`src/rtl/current_sense_sequencer.sv`:
```
// Periodic TLI4970 read sequencer: triggers spi_master, validates frames,
// publishes signed current samples and keeps timeout/error accounting.
`timescale 1ns/1ps
module current_sense_sequencer #(
    parameter int PERIOD_CYCLES  = 64000,
    parameter int TIMEOUT_CYCLES = 2048,
    parameter int OFFSET         = 4096
) (
    input  logic        CLK,
    input  logic        reset_n,
    input  logic        enable,
    input  logic        clear_errors,
    output logic        spi_wren,
    input  logic        spi_do_valid,
    input  logic [15:0] spi_do,
    output logic [12:0] current,
    output logic        current_valid,
    output logic        overcurrent,
    output logic        parity_err,
    output logic        timeout_err,
    output logic        overrun_err,
    output logic [7:0]  error_count
);

    typedef enum logic [2:0] {
        IDLE,
        REQUEST,
        WAIT_DATA,
        CHECK,
        WAIT_PERIOD
    } state_t;

    localparam logic [31:0] P_LAST = 32'(PERIOD_CYCLES - 1);
    localparam logic [31:0] T_LAST = 32'(TIMEOUT_CYCLES - 1);
    localparam logic [12:0] OFS    = 13'(OFFSET);

    state_t      state;
    state_t      state_nxt;
    logic [31:0] period_cnt;
    logic [31:0] timeout_cnt;
    logic [15:0] raw;

    logic tick;
    logic t_expired;
    logic timeout_hit;
    logic parity_bad;
    logic status_frame;
    logic accept;
    logic overrun_hit;
    logic err_inc;

    // Counter comparisons; tick is meaningless while parked in IDLE
    assign tick      = (state != IDLE) && (period_cnt == P_LAST);
    assign t_expired = (timeout_cnt == T_LAST);

    // State register
    always_ff @(posedge CLK or negedge reset_n) begin
        if (!reset_n) state <= IDLE;
        else          state <= state_nxt;
    end

    // Next-state logic; do_valid beats a coincident timeout
    always_comb begin
        state_nxt = state;
        unique case (state)
            IDLE:        if (enable) state_nxt = REQUEST;
            REQUEST:     state_nxt = WAIT_DATA;
            WAIT_DATA: begin
                if (spi_do_valid)   state_nxt = CHECK;
                else if (t_expired) state_nxt = WAIT_PERIOD;
            end
            CHECK:       state_nxt = WAIT_PERIOD;
            WAIT_PERIOD: if (tick) state_nxt = enable ? REQUEST : IDLE;
            default:     state_nxt = IDLE;
        endcase
    end

    // Output decode: strobe and per-cycle error/accept events
    always_comb begin
        spi_wren     = (state == REQUEST);
        timeout_hit  = (state == WAIT_DATA) && !spi_do_valid && t_expired;
        parity_bad   = (state == CHECK) && (^raw);
        status_frame = (state == CHECK) && !(^raw) && raw[15];
        accept       = (state == CHECK) && !(^raw) && !raw[15];
        overrun_hit  = tick && ((state == WAIT_DATA) || (state == CHECK));
        err_inc      = timeout_hit | parity_bad | status_frame;
    end

    // Period and timeout counters; both read 0 during the REQUEST cycle
    always_ff @(posedge CLK or negedge reset_n) begin
        if (!reset_n) begin
            period_cnt  <= '0;
            timeout_cnt <= '0;
        end else begin
            if (state_nxt == REQUEST) period_cnt <= '0;
            else if (state != IDLE)   period_cnt <= tick ? '0 : period_cnt + 32'd1;
            if (state_nxt == REQUEST) timeout_cnt <= '0;
            else if (state == REQUEST || state == WAIT_DATA)
                timeout_cnt <= timeout_cnt + 32'd1;
        end
    end

    // Frame capture and published sample
    always_ff @(posedge CLK or negedge reset_n) begin
        if (!reset_n) begin
            raw           <= '0;
            current       <= '0;
            overcurrent   <= 1'b0;
            current_valid <= 1'b0;
        end else begin
            if (state == WAIT_DATA && spi_do_valid) raw <= spi_do;
            current_valid <= accept;
            if (accept) begin
                current     <= raw[12:0] - OFS;
                overcurrent <= raw[13];
            end
        end
    end

    // Sticky flags and saturating error count; a new error beats clear
    always_ff @(posedge CLK or negedge reset_n) begin
        if (!reset_n) begin
            parity_err  <= 1'b0;
            timeout_err <= 1'b0;
            overrun_err <= 1'b0;
            error_count <= '0;
        end else begin
            parity_err  <= parity_bad  | (parity_err  & ~clear_errors);
            timeout_err <= timeout_hit | (timeout_err & ~clear_errors);
            overrun_err <= overrun_hit | (overrun_err & ~clear_errors);
            if (clear_errors)
                error_count <= err_inc ? 8'd1 : 8'd0;
            else if (err_inc && error_count != 8'hFF)
                error_count <= error_count + 8'd1;
        end
    end

endmodule

```
`config.mk`:
```
export PLATFORM = sky130hd
export DESIGN_NAME = current_sense_sequencer
export DESIGN_NICKNAME = d
export VERILOG_FILES = /design/src/rtl/current_sense_sequencer.sv
export SDC_FILE = /design/constraint.sdc
export NUM_CORES = 1
export LEC_CHECK = 0
export CAP_MARGIN = 40
export CORE_AREA = 2 2 99 101
export DETAILED_ROUTE_END_ITERATION = 8
export DIE_AREA = 0 0 101 103
export GPL_ROUTABILITY_DRIVEN = 0
export PLACE_DENSITY = 0.85
export SYNTH_ARGS = -nofsm -noshare
export SYNTH_HDL_FRONTEND = slang
export SYNTH_SLANG_ARGS = --single-unit
```
`constraint.sdc`:
```
create_clock -name CLK -period 2.5 [get_ports CLK]
set_input_delay 0.375 -clock CLK [delete_from_list [all_inputs] [get_ports CLK]]
set_output_delay 0.375 -clock CLK [all_outputs]
set_load 0.02 [all_outputs]
```
Word-level counts from Yosys, hierarchy flattened:

Index checks and enable logic that the tools add are counted.

* mux-type cells: 14
* bitwise operators: 9
* reductions and logical operators: 21
* eq/ne operators: 8
* $add $sub $neg: 4

Operators by type and width (count)
* two-way mux 32 bit: 5
* adder 32 x 1 -> 32 bit (second input constant): 2
* == test 32 x 11 -> 1 bit (second input constant): 1
* == test 32 x 16 -> 1 bit (second input constant): 1
* two-way mux 8 bit: 2
* XOR reduction 16 bit: 1
* case mux 3 bit (5 select lines): 1
* subtractor 13 bit (second input constant): 1
* two-way mux 3 bit: 4
* logical AND 1 bit: 10
* adder 8 x 1 -> 8 bit (second input constant): 1
* != test 8 bit (second input constant): 1
* == test 3 x 1 -> 1 bit (second input constant): 2
* == test 3 x 2 -> 1 bit (second input constant): 2
* nonzero test 2 bit: 3
* bitwise OR 1 bit: 5
* AND 1 bit: 3
* == test 3 bit (second input constant): 1
* zero test 1 bit: 3
* zero test 3 bit: 1
* nonzero test 3 bit: 1
* logical OR 1 bit: 2
* two-way mux 1 bit: 2
* inverter 1 bit: 1

* word-level logic and storage cells: 67
* bits in registers: 109
* input port bits: 21
* output and inout bits: 27

Depth between registers and ports, before layout:

* word-level depth: 8
* gate-level depth with buffers: 9
* gate-level depth less buffers: 8

Least setup slack after synthesis:

Ideal clock, no wire load.

* path kind: reg2reg
* from: register timeout_cnt[11]
* to: register error_count[7]
* setup slack: 0.372 ns
* cell stages (with the launch flop): 9
* period minus slack after synthesis: 2.128 ns
* path buffers: 1
* library setup time: 0.127 ns
* data arrival time: 2.000 ns
* required time: 2.373 ns
* path through: dfrtp_1 nor4_1 nand4_1 nor4_2 o21ai_1 a31oi_2 buf_4 nand3_1 mux2_1

* cells in the longest elaborated chain, start to end: 6

RTL lines
* start: declaration: RTL line 40 `logic [31:0] timeout_cnt;`
* start signal: assignment: RTL line 99 `timeout_cnt <= timeout_cnt + 32'd1;`
* == test 32 x 11 -> 1 bit: RTL line 54 `assign t_expired = (timeout_cnt == T_LAST);`
* logical AND 1 bit: RTL line 81 `timeout_hit = (state == WAIT_DATA) && !spi_do_valid && t_expired;`
* bitwise OR 1 bit (2 in series): RTL line 86 `err_inc = timeout_hit | parity_bad | status_frame;`
* logical AND 1 bit: RTL line 133 `else if (err_inc && error_count != 8'hFF)`
* nonzero test 2 bit (no line)
* end signal: assignment: RTL line 132 `error_count <= err_inc ? 8'd1 : 8'd0;`
* end signal: assignment: RTL line 134 `error_count <= error_count + 8'd1;`
* end: declaration: RTL line 22 `output logic [7:0] error_count`

No other way between the ends.
A chain may end at the register's enable or synchronous reset.

Final worst setup path:

* from: register state[1]
* to: register timeout_cnt[31]

* cells in the longest elaborated chain, start to end: 6
* elaborated cells on any way between the ends: 16
* classes of those cells: eq/ne (5); mux (6); reduce/logical (5)

RTL lines
* start: declaration: RTL line 37 `state_t state;`
* start signal: assignment: RTL line 59 `else state <= state_nxt;`
* nonzero test 3 bit: RTL line 53 `assign tick = (state != IDLE) && (period_cnt == P_LAST);`
* logical AND 1 bit: RTL line 53
* two-way mux 3 bit: RTL line 73 `WAIT_PERIOD: if (tick) state_nxt = enable ? REQUEST : IDLE;`
* case mux 3 bit (5 select lines): RTL line 65 `unique case (state)`
* == test 3 x 1 -> 1 bit: RTL line 97 `if (state_nxt == REQUEST) timeout_cnt <= '0;`
* two-way mux 32 bit / nonzero test 2 bit (equally long branches)

Several ways; a longest one is shown, not always the timed one.

==> flow_metrics.tcl <==
set metrics [dict create \
    pin_count 48 \
    vias 3883 \
    status "finished, final reports clean" \
    root_buffer "clkbuf_8" \
    netlist_instances 506 \
    crit_path_max_incr_delay_ns 0.57 \
    fin_crit_ns 2.286 \
    async_reset_ff_frac 1.000 \
    crit_chain "xnor2_1 > nor3_2 > nand3_1 > or4_1 > or3_1 > a21oi_1" \
    hold-worst-slack_ns 0.04312 \
    worstSkewPairLatency_ns 0.37 \
    synth.largest_area_cell "dfrtp_1" \
    post-cts-setup-buffers 0 \
    die_height_um 103 \
    numPortBuffers 47 \
    ctsResizeCount 0 \
    arrival_ns 2.58 \
    start_util 0.5525 \
    final_layout_size_suffix_gt1_frac 0.1261 \
    critical_path_buf_inv_count 0 \
    crit_family "simple AND/OR/NAND/NOR gates" \
    via_per_inst 5.669 \
    vdd_drop_max_uv 652.7 \
    grt_pass1_vias 3962 \
    setup.worst_path.class "reg -> reg" \
    drc 0 \
    n_antenna_cell 0 \
    hold_buffers 0 \
    tritoncts "yes" \
    grt_max_degree 53 \
    ant_nets 0 \
    power.total_mw 5.828 \
    wl_um 10750 \
    final_nets 590 \
    globalRouteTotalUtil 0.2279 \
    cap_violations 0 \
    endpoint_kind "flop" \
    clkTransAtPathRegs_ns 0.10 \
    dp_hpwl_um 7481 \
    die_w_um 101 \
    hp-class "in -> async" \
    numCtsBuffers 9 \
    critical-path-slowest-cell "or4_1" \
    syn_nets 530 \
    htree_num_levels 3 \
    max_slew_margin 0.5312 \
    power_density_nw_per_um2 942.9 \
    multiInputGateArea_um2 2422 \
    setup_viol 0 \
    cts.sinks 109 \
    hold_viol 0 \
    fp.coreArea_um2 9459 \
    worst_pin_slew_ns 0.7032 \
    mostFrequentLayoutCells "dfrtp_1, nor2_1, clkdlybuf4s50_1" \
    period_share 0.9145 \
    final_common_cell "dfrtp_1" \
    synthFlopType "dfrtp_1" \
    worst-path-max-fanout 7 \
    final_util 0.6534 \
    area_growth_pct 18.27 \
    fp-row-count 36 \
    synth_edf_count 0 \
    clock_skew_ns 0.007890 \
    yosysWarningCount 0 \
    power.leakage_nw 2.726 \
    drtPass1Iterations 4 \
    synth.cell_area_um2 5226 \
    rsz0062_at_grt "false" \
    grt_overflow 0 \
    yosysTopAreaCellShare 0.5219 \
    clockBufferDepth 2 \
    drt_iter0_markers 146 \
    fillers 741 \
    regArea_um2 2728 \
    synth_top_cells_by_area "dfrtp_1, xor2_1, nor2_1, mux2_2, xnor2_1" \
    grt_pass1_wl_um 18750 \
    ys_seq_elements 109 \
    ys_types 46 \
    antenna_found_initial 0 \
    crit_required_ns 2.80 \
    setup-tns-final_ns 0 \
    dieArea_um2 10400 \
    max_freq_mhz 437.4 \
    yosysSeqAreaShare 0.5219 \
    wire_per_inst_um 15.69 \
    slew_violations 0 \
    syn_avg_cell_area_um2 10.33 \
    start_kind "flop" \
]
## stage by stage
step / cell area, um^2 / setup slack [ns] / instances
after global placement: 5921 / -0.09795 / 669
after global routing: 6181 / 0.02624 / 685
final: 6181 / 0.2136 / 685
after detailed placement: 5921 / -0.1683 / 669
after floorplan: 5226 / 0.3721 / 506
after CTS: 6166 / 0.1747 / 685
## synthesized netlist by cell type, drive strengths merged, types with 7 or more instances
cell type	instances
dfrtp	109
nor2	90
xor2	40
nand2	39
xnor2	33
mux2	32
nand3	29
nand4	22
and3	13
nor4	10
a21oi	9
clkbuf	8
o21ai	8
buf	7
## sequential cells by signal, indices dropped and copies added, names as in the netlist
signal,count
timeout_err,1
overrun_err,1
current_valid,1
error_count,8
timeout_cnt,32
raw,16
state,3
parity_err,1
period_cnt,32
current,13
overcurrent,1
## cell families (layout without fill, tap and decap cells)
| logic type | after synthesis | in the layout | synth area share |
|---|---|---|---|
| simple gates | 237 | 237 | 0.2219 |
| flops | 109 | 109 | 0.5219 |
| xor+xnor | 73 | 73 | 0.1223 |
| mux | 33 | 33 | 0.07086 |
| compound gates | 30 | 30 | 0.03831 |
| buf+inv | 21 | 86 | 0.01748 |
| fa+ha+maj | 3 | 3 | 0.007183 |
## metal layers
metal  global-route usage  share of wire
met1               0.3007           0.44
met2               0.3856           0.51
met3              0.03864          0.037
met4              0.07796          0.016
met5                    0              0
## power by group
part | switching [mW] | internal [mW]
Sequential | 0.263 | 2.09
Combinational | 1.14 | 1.04
Clock | 0.627 | 0.673
## worst paths after layout
path	from	to	slack, ns	depth (start not counted)
worst max register to register	state[1]	timeout_cnt[31]	0.21	6
max in group asynchronous	reset_n	current[12]	1.72	2
min in group CLK	current[12]	current[12]	0.49	2
worst min register to register	current[12]	current[12]	0.49	2
worst max-delay path	state[1]	timeout_cnt[31]	0.21	6
worst min-delay path	reset_n	period_cnt[19]	0.04	1
## area by class of cell
type | instances | area share
Clock buffer | 9 | 0.02004
Clock inverter | 7 | 0.01964
Inverter | 6 | 0.003644
Multi-Input combinational cell | 376 | 0.3919
Sequential cell | 109 | 0.4413
Tap cell | 114 | 0.02308
Timing Repair Buffer | 64 | 0.1004
Note: power is estimated with default switching activity, not from simulation.
==> patch (same settings) <==
Reset style: synchronous (`reset_n`), changed in 4 clocked blocks.
--- a/src/rtl/current_sense_sequencer.sv
+++ b/src/rtl/current_sense_sequencer.sv
@@ -56,3 +56,3 @@
     // State register
-    always_ff @(posedge CLK or negedge reset_n) begin
+    always_ff @(posedge CLK) begin
         if (!reset_n) state <= IDLE;
@@ -89,3 +89,3 @@
     // Period and timeout counters; both read 0 during the REQUEST cycle
-    always_ff @(posedge CLK or negedge reset_n) begin
+    always_ff @(posedge CLK) begin
         if (!reset_n) begin
@@ -103,3 +103,3 @@
     // Frame capture and published sample
-    always_ff @(posedge CLK or negedge reset_n) begin
+    always_ff @(posedge CLK) begin
         if (!reset_n) begin
@@ -120,3 +120,3 @@
     // Sticky flags and saturating error count; a new error beats clear
-    always_ff @(posedge CLK or negedge reset_n) begin
+    always_ff @(posedge CLK) begin
         if (!reset_n) begin
Behaviour: differs if reset_n is asserted again (counterexample within 4 cycles, from zero or initial values and one cycle with reset_n low); with reset_n held inactive, the same outputs for 10 cycles.
==> patch against the unedited design <==
Non-clock buffer count decreased by 3; clock skew increased by 0.0082 ns; setup slack improved by 0.027 ns; routed wire length decreased by 6.8%; synthesized area decreased by 7.3%; die area unchanged; design area decreased by 8.3%; synthesized cell count increased by 9.7%; global-route usage decreased by 2.1 points; sequential cell count unchanged; critical path type unchanged; critical endpoint is now error_count[1].
Power is not compared: it rests on default switching activity, and its combinational part moved more than twofold at a synthesized area within 25%.
==> patch: results (changes against the unedited design) <==
status: "complete, no violations"  # unchanged
crit_fanout: 12  # was 7
cts-buffers-inserted: 9  # unchanged
io_buffers: 47  # unchanged
setup_violations: 0  # unchanged
synth_cell_types: 46  # unchanged
fin_nets: 631  # was 590
rrSetupSlack_ns: 0.24  # was 0.21 ns
min_path_type: "reg2reg"  # was in2async
ys.flop_type: "dfxtp_1"  # was dfrtp_1
whs_ns: 0.4837  # was 0.04312 ns
grt_pass1_vias: 3920  # was 3962
r2r_end: "error_count[1]"  # was timeout_cnt[31]
synth_nets: 579  # was 530
antennaDiodeCount: 0  # unchanged
clk_path_buf_depth: 2  # unchanged
maxUsedRoutingLayer: "met4"  # unchanged
synthTopCellsByArea: "dfxtp_1, xor2_1, nor2_1, xnor2_1, nand2_1"  # was dfrtp_1, xor2_1, nor2_1, mux2_2, xnor2_1
synthTopCellsByCount: "dfxtp_1, nor2_1, nand2_1, xor2_1, xnor2_1"  # was dfrtp_1, nor2_1, xor2_1, nand2_1, xnor2_1
fillCellCount: 797  # was 741
r2r_cells: 7  # was 6
timing.rr.start: "timeout_cnt[19]"  # was state[1]
top_regs: "period_cnt: 32 flops, timeout_cnt: 32 flops, raw: 16 flops"  # unchanged
drt_iter0_markers: 161  # was 146
seq_area_frac_synth_pct: 45.05  # was 52.19%
grt_usage_pct: 20.68  # was 22.79%
dp_hpwl_um: 7209  # was 7481 µm
vdd_drop_max_mv: 0.3554
holdPathEnd: "raw[14]"
clkTransAtPathRegs_ns: 0.10  # about the same
wl_met3_um: 330  # was 400 µm
drtPass1Iterations: 4  # unchanged
routed_via_density: 5.395  # was 5.669
cts_repair_resize_count: 0  # unchanged
hold_path_depth: 2
critPathTopFamily: "simple AND/OR/NAND/NOR gates"  # unchanged
detail_route.wl_per_cell_um: 13.79  # was 15.69 µm
cts_setup_buffers: 0  # unchanged
grt_max_degree: 36  # was 53
wl_met2_um: 5167  # was 5443 µm
place_area_um2: 5438  # was 5921 µm²
finClkSkew_ns: 0.01604  # was 0.007890 ns
netlist.area_leader.share_pct: 45.05  # was 52.19%
yosysWarnings: 0  # unchanged
hp-start: "raw[14]"
wl_met1_um: 4239  # was 4726 µm
slew_headroom_pct: 64.07  # was 53.12%
cp_slowest_stage_delay_ns: 0.56
grt_antenna_before_repair: 0  # unchanged
clk-insertion-delay-late_ns: 0.39  # was 0.37 ns
p_leak_nw: 2.141
pre_cts_ws_ns: 0.2541  # was -0.1683 ns
cp_slowest_cell: "or4_1"  # unchanged
drive_above_1_share_pct: 7.026  # was 12.61%
grt_first_pass_wirelength_um: 17250  # was 18750 µm
ctsHtreeMaxLevel: 3  # unchanged
async_flop_share_pct: 0  # was 100.0%
cts_root_buffer: "clkbuf_8"  # unchanged
patch: changes by cell type in the layout (fill, tap and decap cells not counted), moves of 4 or more:
cell / change
nand3_1: -4
dfxtp_1: +109
mux2_2: -28
a21oi_1: +18
xor2_1: +5
mux2i_1: +15
nor2_1: +9
o21ai_0: -4
nand2_1: +35
dfrtp_1: -109
mux2_1: -4
nand4_1: -6
patch: logic make-up after synthesis:
family          count (synthesis)  synth area share (%)
buf+inv                        25                 3.203
fa+ha+maj                       3                0.7751
compound gates                 41                 5.064
flops                         109                 45.05
simple gates                  283                 28.21
mux                            17                 3.772
xor+xnor                       77                 13.92
patch: routing by layer:
metal | vias to the layer above | global-route usage (%)
met5 | - | 0
met4 | 0 | 9.459
met3 | 21 | 4.136
met2 | 79 | 36.51
met1 | 1846 | 24.33
li1 | 1971 | -
patch: final cells by class:
type	instances	area share [%]
tap	114	2.518
timing repair buffer	61	10.38
sequential	109	38.52
clock inverter	5	1.524
clock buffer	11	2.496
inverter	5	0.3313
multi-input combinational	421	44.24
patch: worst max path at each step:
| stage | from | to | slack, ns | depth (start not counted) |
|---|---|---|---|---|
| final | timeout_cnt[19] | error_count[1] | 0.24 | 7 |
| after global routing | raw[6] | current[5] | 0.05 | 7 |
| after CTS | raw[9] | current[5] | 0.22 | 7 |
| after detailed placement | raw[9] | current[5] | 0.25 | 7 |
| after global placement | spi_do_valid | timeout_cnt[27] | 0.30 | 9 |
| after floorplan | timeout_cnt[19] | timeout_cnt[18] | 0.46 | 9 |
patch: power by group:
group / total (mW) / internal (mW) / switching [mW]
logic: 0.285 / 0.121 / 0.164
clock network: 1.22 / 0.603 / 0.616
registers: 1.78 / 1.76 / 0.0227
total: 3.28 / 2.48 / 0.802
patch: tightest hold or removal path: stages (launching register included):
cell and delay (ns):
dfxtp_1 0.34, nand2_1 0.06, a21oi_1 0.05
patch: per-stage QoR:
stage / cells / util [%]
6_report: 726 / 59.89
5_1_grt: 726 / 59.89
4_1_cts: 726 / 59.89
3_5_place_dp: 710 / 57.49
3_3_place_gp: 710 / 57.49
2_1_floorplan: 555 / -
